**src/rtl/simon_says_multi.sv**
```systemverilog
// N-player Simon Says round engine: LFSR target, show window, response window, one-cycle judge.
// Optional SIMON_PENALTY_EN: wrong answers decrement the score, saturating at zero.
module simon_says_multi #(
    parameter int          NUM_PLAYERS = 2,
    parameter int          DIR_W       = 2,
    parameter int          SCORE_W     = 3,
    parameter int          WIN_SCORE   = 7,
    parameter int          SHOW_CYC    = 50_000_000,
    parameter int          WAIT_CYC    = 100_000_000,
    parameter logic [15:0] LFSR_SEED   = 16'hACE1
) (
    input  logic                           clk,
    input  logic                           rst,
    input  logic                           start,
    input  logic [NUM_PLAYERS-1:0]         p_valid,
    input  logic [NUM_PLAYERS*DIR_W-1:0]   p_dir,
    output logic [DIR_W-1:0]               target_dir,
    output logic [DIR_W-1:0]               led_dir,
    output logic                           led_on,
    output logic [NUM_PLAYERS*SCORE_W-1:0] scores,
    output logic [7:0]                     round_cnt,
    output logic                           game_over,
    output logic [NUM_PLAYERS-1:0]         winner,
    output logic                           busy
);
    localparam int MAX_CYC = (SHOW_CYC > WAIT_CYC) ? SHOW_CYC : WAIT_CYC;
    localparam int CNT_W   = $clog2(MAX_CYC) + 1;
    localparam logic [SCORE_W-1:0] WIN       = SCORE_W'(WIN_SCORE);
    localparam logic [CNT_W-1:0]   SHOW_LAST = CNT_W'(SHOW_CYC - 1);
    localparam logic [CNT_W-1:0]   WAIT_LAST = CNT_W'(WAIT_CYC - 1);

    typedef enum logic [2:0] {IDLE, SHOW, WAIT, JUDGE, DONE} state_t;

    state_t                                  state;
    logic [15:0]                             lfsr;
    logic [15:0]                             lfsr_nxt;
    logic [CNT_W-1:0]                        cnt;
    logic [NUM_PLAYERS-1:0]                  answered;
    logic [NUM_PLAYERS-1:0][DIR_W-1:0]       ans;
    logic [NUM_PLAYERS-1:0][SCORE_W-1:0]     score_q;
    logic [NUM_PLAYERS-1:0][SCORE_W-1:0]     score_nxt;
    logic [NUM_PLAYERS-1:0]                  win_nxt;

    // Fibonacci x^16+x^14+x^13+x^11+1, feedback enters at bit 0.
    assign lfsr_nxt = {lfsr[14:0], lfsr[15] ^ lfsr[13] ^ lfsr[12] ^ lfsr[10]};
    assign scores   = score_q;

    always_comb begin
        score_nxt = score_q;
        win_nxt   = '0;
        for (int i = 0; i < NUM_PLAYERS; i++) begin
            if (answered[i] && ans[i] == target_dir) begin
                if (score_q[i] != WIN) score_nxt[i] = score_q[i] + 1'b1;
            end
`ifdef SIMON_PENALTY_EN
            else if (answered[i] && score_q[i] != '0) begin
                score_nxt[i] = score_q[i] - 1'b1;
            end
`endif
            win_nxt[i] = (score_nxt[i] == WIN);
        end
    end

    always_ff @(posedge clk or posedge rst) begin
        if (rst) begin
            state      <= IDLE;
            lfsr       <= LFSR_SEED;
            cnt        <= '0;
            answered   <= '0;
            ans        <= '0;
            score_q    <= '0;
            target_dir <= '0;
            led_dir    <= '0;
            led_on     <= 1'b0;
            round_cnt  <= '0;
            game_over  <= 1'b0;
            winner     <= '0;
            busy       <= 1'b0;
        end else begin
            case (state)
                IDLE, DONE: begin
                    if (start) begin
                        state      <= SHOW;
                        lfsr       <= lfsr_nxt;
                        target_dir <= lfsr_nxt[DIR_W-1:0];
                        led_dir    <= lfsr_nxt[DIR_W-1:0];
                        led_on     <= 1'b1;
                        busy       <= 1'b1;
                        cnt        <= '0;
                        score_q    <= '0;
                        round_cnt  <= '0;
                        winner     <= '0;
                        game_over  <= 1'b0;
                        answered   <= '0;
                        ans        <= '0;
                    end
                end
                SHOW: begin
                    if (cnt == SHOW_LAST) begin
                        state   <= WAIT;
                        cnt     <= '0;
                        led_on  <= 1'b0;
                        led_dir <= '0;
                    end else begin
                        cnt <= cnt + 1'b1;
                    end
                end
                WAIT: begin
                    // Only a player's first strobe in the window counts.
                    for (int i = 0; i < NUM_PLAYERS; i++) begin
                        if (p_valid[i] && !answered[i]) begin
                            answered[i] <= 1'b1;
                            ans[i]      <= p_dir[i*DIR_W +: DIR_W];
                        end
                    end
                    if (cnt == WAIT_LAST) begin
                        state <= JUDGE;
                        cnt   <= '0;
                    end else begin
                        cnt <= cnt + 1'b1;
                    end
                end
                JUDGE: begin
                    score_q  <= score_nxt;
                    answered <= '0;
                    ans      <= '0;
                    if (round_cnt != 8'hFF) round_cnt <= round_cnt + 1'b1;
                    if (|win_nxt) begin
                        state     <= DONE;
                        winner    <= win_nxt;
                        game_over <= 1'b1;
                        busy      <= 1'b0;
                    end else begin
                        state      <= SHOW;
                        lfsr       <= lfsr_nxt;
                        target_dir <= lfsr_nxt[DIR_W-1:0];
                        led_dir    <= lfsr_nxt[DIR_W-1:0];
                        led_on     <= 1'b1;
                    end
                end
                default: state <= IDLE;
            endcase
        end
    end
endmodule

```
**config.mk**
```make
export PLATFORM = sky130hd
export DESIGN_NAME = simon_says_multi
export DESIGN_NICKNAME = d
export VERILOG_FILES = /design/src/rtl/simon_says_multi.sv
export SDC_FILE = /design/constraint.sdc
export NUM_CORES = 1
export LEC_CHECK = 0
export CORE_ASPECT_RATIO = 0.6
export CORE_UTILIZATION = 39
export DETAILED_ROUTE_END_ITERATION = 7
export GPL_ROUTABILITY_DRIVEN = 0
export RECOVER_POWER = 100
export SYNTH_ARGS = -nofsm -noshare
export SYNTH_HDL_FRONTEND = slang
export SYNTH_SLANG_ARGS = --single-unit
export TNS_END_PERCENT = 50
```
**constraint.sdc**
```tcl
create_clock -name clk -period 2.4 [get_ports clk]
set_input_delay 0.48 -clock clk [delete_from_list [all_inputs] [get_ports clk]]
set_output_delay 0.48 -clock clk [all_outputs]
set_load 0.01 [all_outputs]
```
==> metrics.md <==
| Metric | Value |
|---|---|
| Final worst path period share | `96.89%` |
| Sequential cell area | `1888 sq um` |
| Layout area overhead | `26.26%` |
| Yosys cell types | `52` |
| DR iter-0 viols | `187` |
| Die area | `10370 sq um` |
| Leak | `0.002226 uW` |
| Total Power | `2651 uW` |
| Status | `completed` |
| H-tree level count | `3` |
| Worst VDD drop | `0.0003179 V` |
| Setup-failing EPs final | `0` |
| Post-route setup slack | `0.07460 ns` |
| Gr ovfl total | `0` |
| Cell Chain, Critical Path | `xor2_1, nor4b_1, a31o_2, o21a_1, or3_1, buf_12, mux2_2` |
| Die Y | `79.29 microns` |
| ANT nets after route | `0` |
| Fin. max-slew vios | `0` |
| Worst-Skew Late Latency | `0.33 ns` |
| I/O Pins | `32` |
| Post-synth top flop | `dfrtp_1` |
| CP startpoint kind | `flip-flop` |
| Core Region | `9425 sq um` |
| Most Crowded Layer GR | `met1` |
| Clock-pin slew on the worst setup and hold paths | `0.06 ns` |
| Gr usage total | `19.17%` |
| Nets | `465` |
| Syn Nets | `397` |
| Ys async rst share | `100.0%` |
| Met3 usage | `5.323%` |
| Max_slew headroom | `53.94%` |
| DP Worst Slack | `-0.07193 ns` |
| Fill count | `853` |
| Starting density of the core | `41.19%` |
| Routed len/inst | `15.31 microns` |
| DRT Pass-1 Iters | `5` |
| DRC | `0` |
| Antenna cells | `0` |
| TritonCTS buffer count | `9` |
| Drt via density | `5.293` |
| Sink Count | `75` |
| Max clock buf depth | `2` |
| Horiz. Die Dim | `130.8 microns` |
| M2 GR Usage | `24.81%` |
| Post-DP HPWL | `6542 microns` |
| Critical path required time | `2.62 ns` |
| Hold WC Path Type | `reg -> reg` |
| Slowest cell on the critical path | `dfrtp_1` |
| TritonCTS clock tree | `built` |
| CP arrival | `2.54 ns` |
| Cell area after synthesis | `3882 sq um` |
| First-pass GRT wire length | `14950 microns` |
| Peak Freq | `430.0 MHz` |
| Root Driver | `clkbuf_16` |
| Critical path fanouts, max | `10` |
| Hold depth | `1` |
| CP peak stage delay | `0.53 ns` |
| Multi-input gate area | `1919 sq um` |
| Worst slew pin tran | `0.6909 ns` |
| Seq/Total Area, Yosys | `48.60%` |
| Largest net degree at the start of global routing | `48` |
| Layout cells sized above 1 | `20.35%` |
| Power per cell area | `540.8 nW/um^2` |
| Post-route cell area | `4902 sq um` |
| Synth warn | `0` |
| CTS Hold Buffers Added | `0` |
| Number of synthesized flops with an enable pin | `0` |
| Worst setup EP type | `flip-flop` |
| Syn Inst Count | `384` |
| GR Layer Usage met1 | `30.20%` |
| Port Buffers | `31` |
| Vias in the first global route | `2934` |
| FF+latch count, synth | `75` |
| Antenna violations before repair | `0` |
| Worst reg-to-reg path cell count | `7` |
| Via count | `3107` |
| Row cnt | `27` |
| Post-Route Skew | `0.009008 ns` |
| Placed Instance Area | `4623 sq um` |
| Max-Cap Viols | `0` |
| Total Routed Length | `8985 microns` |
| Final Hold Vio Count | `0` |
| Setup CP Type | `reg -> reg` |
| Average size of a mapped cell | `10.11 sq um` |
| Fin crit period | `2.325 ns` |
-- kinds of logic after synthesis --
group | Yosys count | synth area share, %
simple gates | 152 | 20.72
fa+ha+maj | 4 | 1.289
compound gates | 76 | 13.31
xor+xnor | 30 | 6.768
flops | 75 | 48.60
mux | 23 | 6.510
buf+inv | 24 | 2.804
-- through the flow --
step	setup TNS (ns)	instances	utilization, %	hold WS (ns)
4_1_cts	0	587	52.02	0.4332
3_3_place_gp	-0.01772	571	49.05	0.4643
3_5_place_dp	-0.2537	571	49.05	0.4811
6_report	0	587	52.01	0.4880
5_1_grt	-0.0008138	587	52.01	0.5144
2_1_floorplan	0	384	-	0.4721
-- sequential cells by signal, indices dropped and copies added, names as in the netlist --
name        count
led_dir         2
state           3
led_on          1
lfsr           16
scores          6
target_dir      1
game_over       1
round_cnt       8
cnt            28
answered        2
busy            1
winner          2
ans             4
-- cells in the final DEF (no fill, tap or decap), types with 3 or more instances in the layout --
cell,Yosys,final
dfrtp_1,67,66
nand2_1,35,35
nor2_1,34,34
buf_4,2,29
dlygate4sd3_1,0,23
nand3_1,18,18
mux2_2,18,18
a21oi_1,17,17
o21ai_0,15,15
xor2_1,14,14
a21o_1,14,14
xnor2_1,16,12
inv_1,11,11
nand4_1,9,9
clkbuf_16,0,9
nor3_1,8,8
clkdlybuf4s50_1,0,8
dfstp_2,8,8
a22o_1,7,7
nor3b_1,6,6
and4_1,6,6
nor4_1,6,6
mux2i_1,5,5
clkbuf_1,7,5
xnor2_2,0,4
and3_1,4,4
nand2b_1,4,4
or3_1,4,4
ha_1,4,4
o21a_1,3,3
nor4b_1,3,3
a31o_2,3,3
o21bai_1,3,3
o31ai_1,3,3
a31oi_1,3,3
clkinvlp_4,0,3
-- critical path: cells and delay by family (launching register included) --
kind                      cells  cell delay (ns)
AOI/OAI and AO/OA             2             0.48
xor gates and xnor gates      1             0.29
buffers and inverters         1             0.17
DFF                           1             0.53
muxes                         1             0.26
and+or+nand+nor               2             0.48
-- cells in the mapped netlist (7+ instances only) --
cell type  instances  area [sq um]
xor2_1            14         122.6
dfrtp_1           67          1677
nand3_1           18         90.09
nand2_1           35         131.4
o21ai_0           15         75.07
clkbuf_1           7         26.28
nor3_1             8         40.04
a22o_1             7         61.31
dfstp_2            8         210.2
xnor2_1           16         140.1
mux2_2            18         202.7
a21oi_1           17         85.08
nand4_1            9         56.30
nor2_1            34         127.6
inv_1             11         41.29
a21o_1            14         105.1
-- report_power, final --
part           switching [uW]  internal, uW
Sequential               21.3          1280
Clock                     516           725
Combinational            57.7          51.2
-- path summary, 6_finish.rpt --
path | slack, ns | end | startpoint
max | 0.07 | lfsr[4]$_DFFE_PP0P_ | lfsr[1]$_DFFE_PP0P_
min in group asynchronous | 0.65 | led_dir[0]$_DFFE_PP0P_ | rst
min reg2reg | 0.49 | game_over$_DFFE_PP0P_ | game_over$_DFFE_PP0P_
max reg2reg | 0.07 | lfsr[4]$_DFFE_PP0P_ | lfsr[1]$_DFFE_PP0P_
max in group asynchronous | 0.61 | round_cnt[5]$_DFFE_PP0P_ | rst
min | 0.49 | game_over$_DFFE_PP0P_ | game_over$_DFFE_PP0P_
-- metal layers --
metal / routed length (microns) / up-vias / part of all wire, %
met5: 0 / - / 0
met3: 449 / 2 / 5.0
li1: - / 1523 / -
met4: 38 / 0 / 0.42
met1: 4934 / 1507 / 55
met2: 3562 / 75 / 40
-- final cells by class --
type / count / area share [%]
inverters: 11 / 0.8423
clock buffers: 10 / 4.875
repair buffers: 70 / 12.46
multi-input cells: 285 / 39.15
well taps: 130 / 3.318
clock inverters: 6 / 0.8423
flip-flops and latches: 75 / 38.51
-- what timing repair did --
item | in CTS | in global routing
resized for setup | 0 | 8
buffers inserted | 0 | 0
endpoints found under the setup margin | 0 | 24
Note: power is estimated with default switching activity, not from simulation.
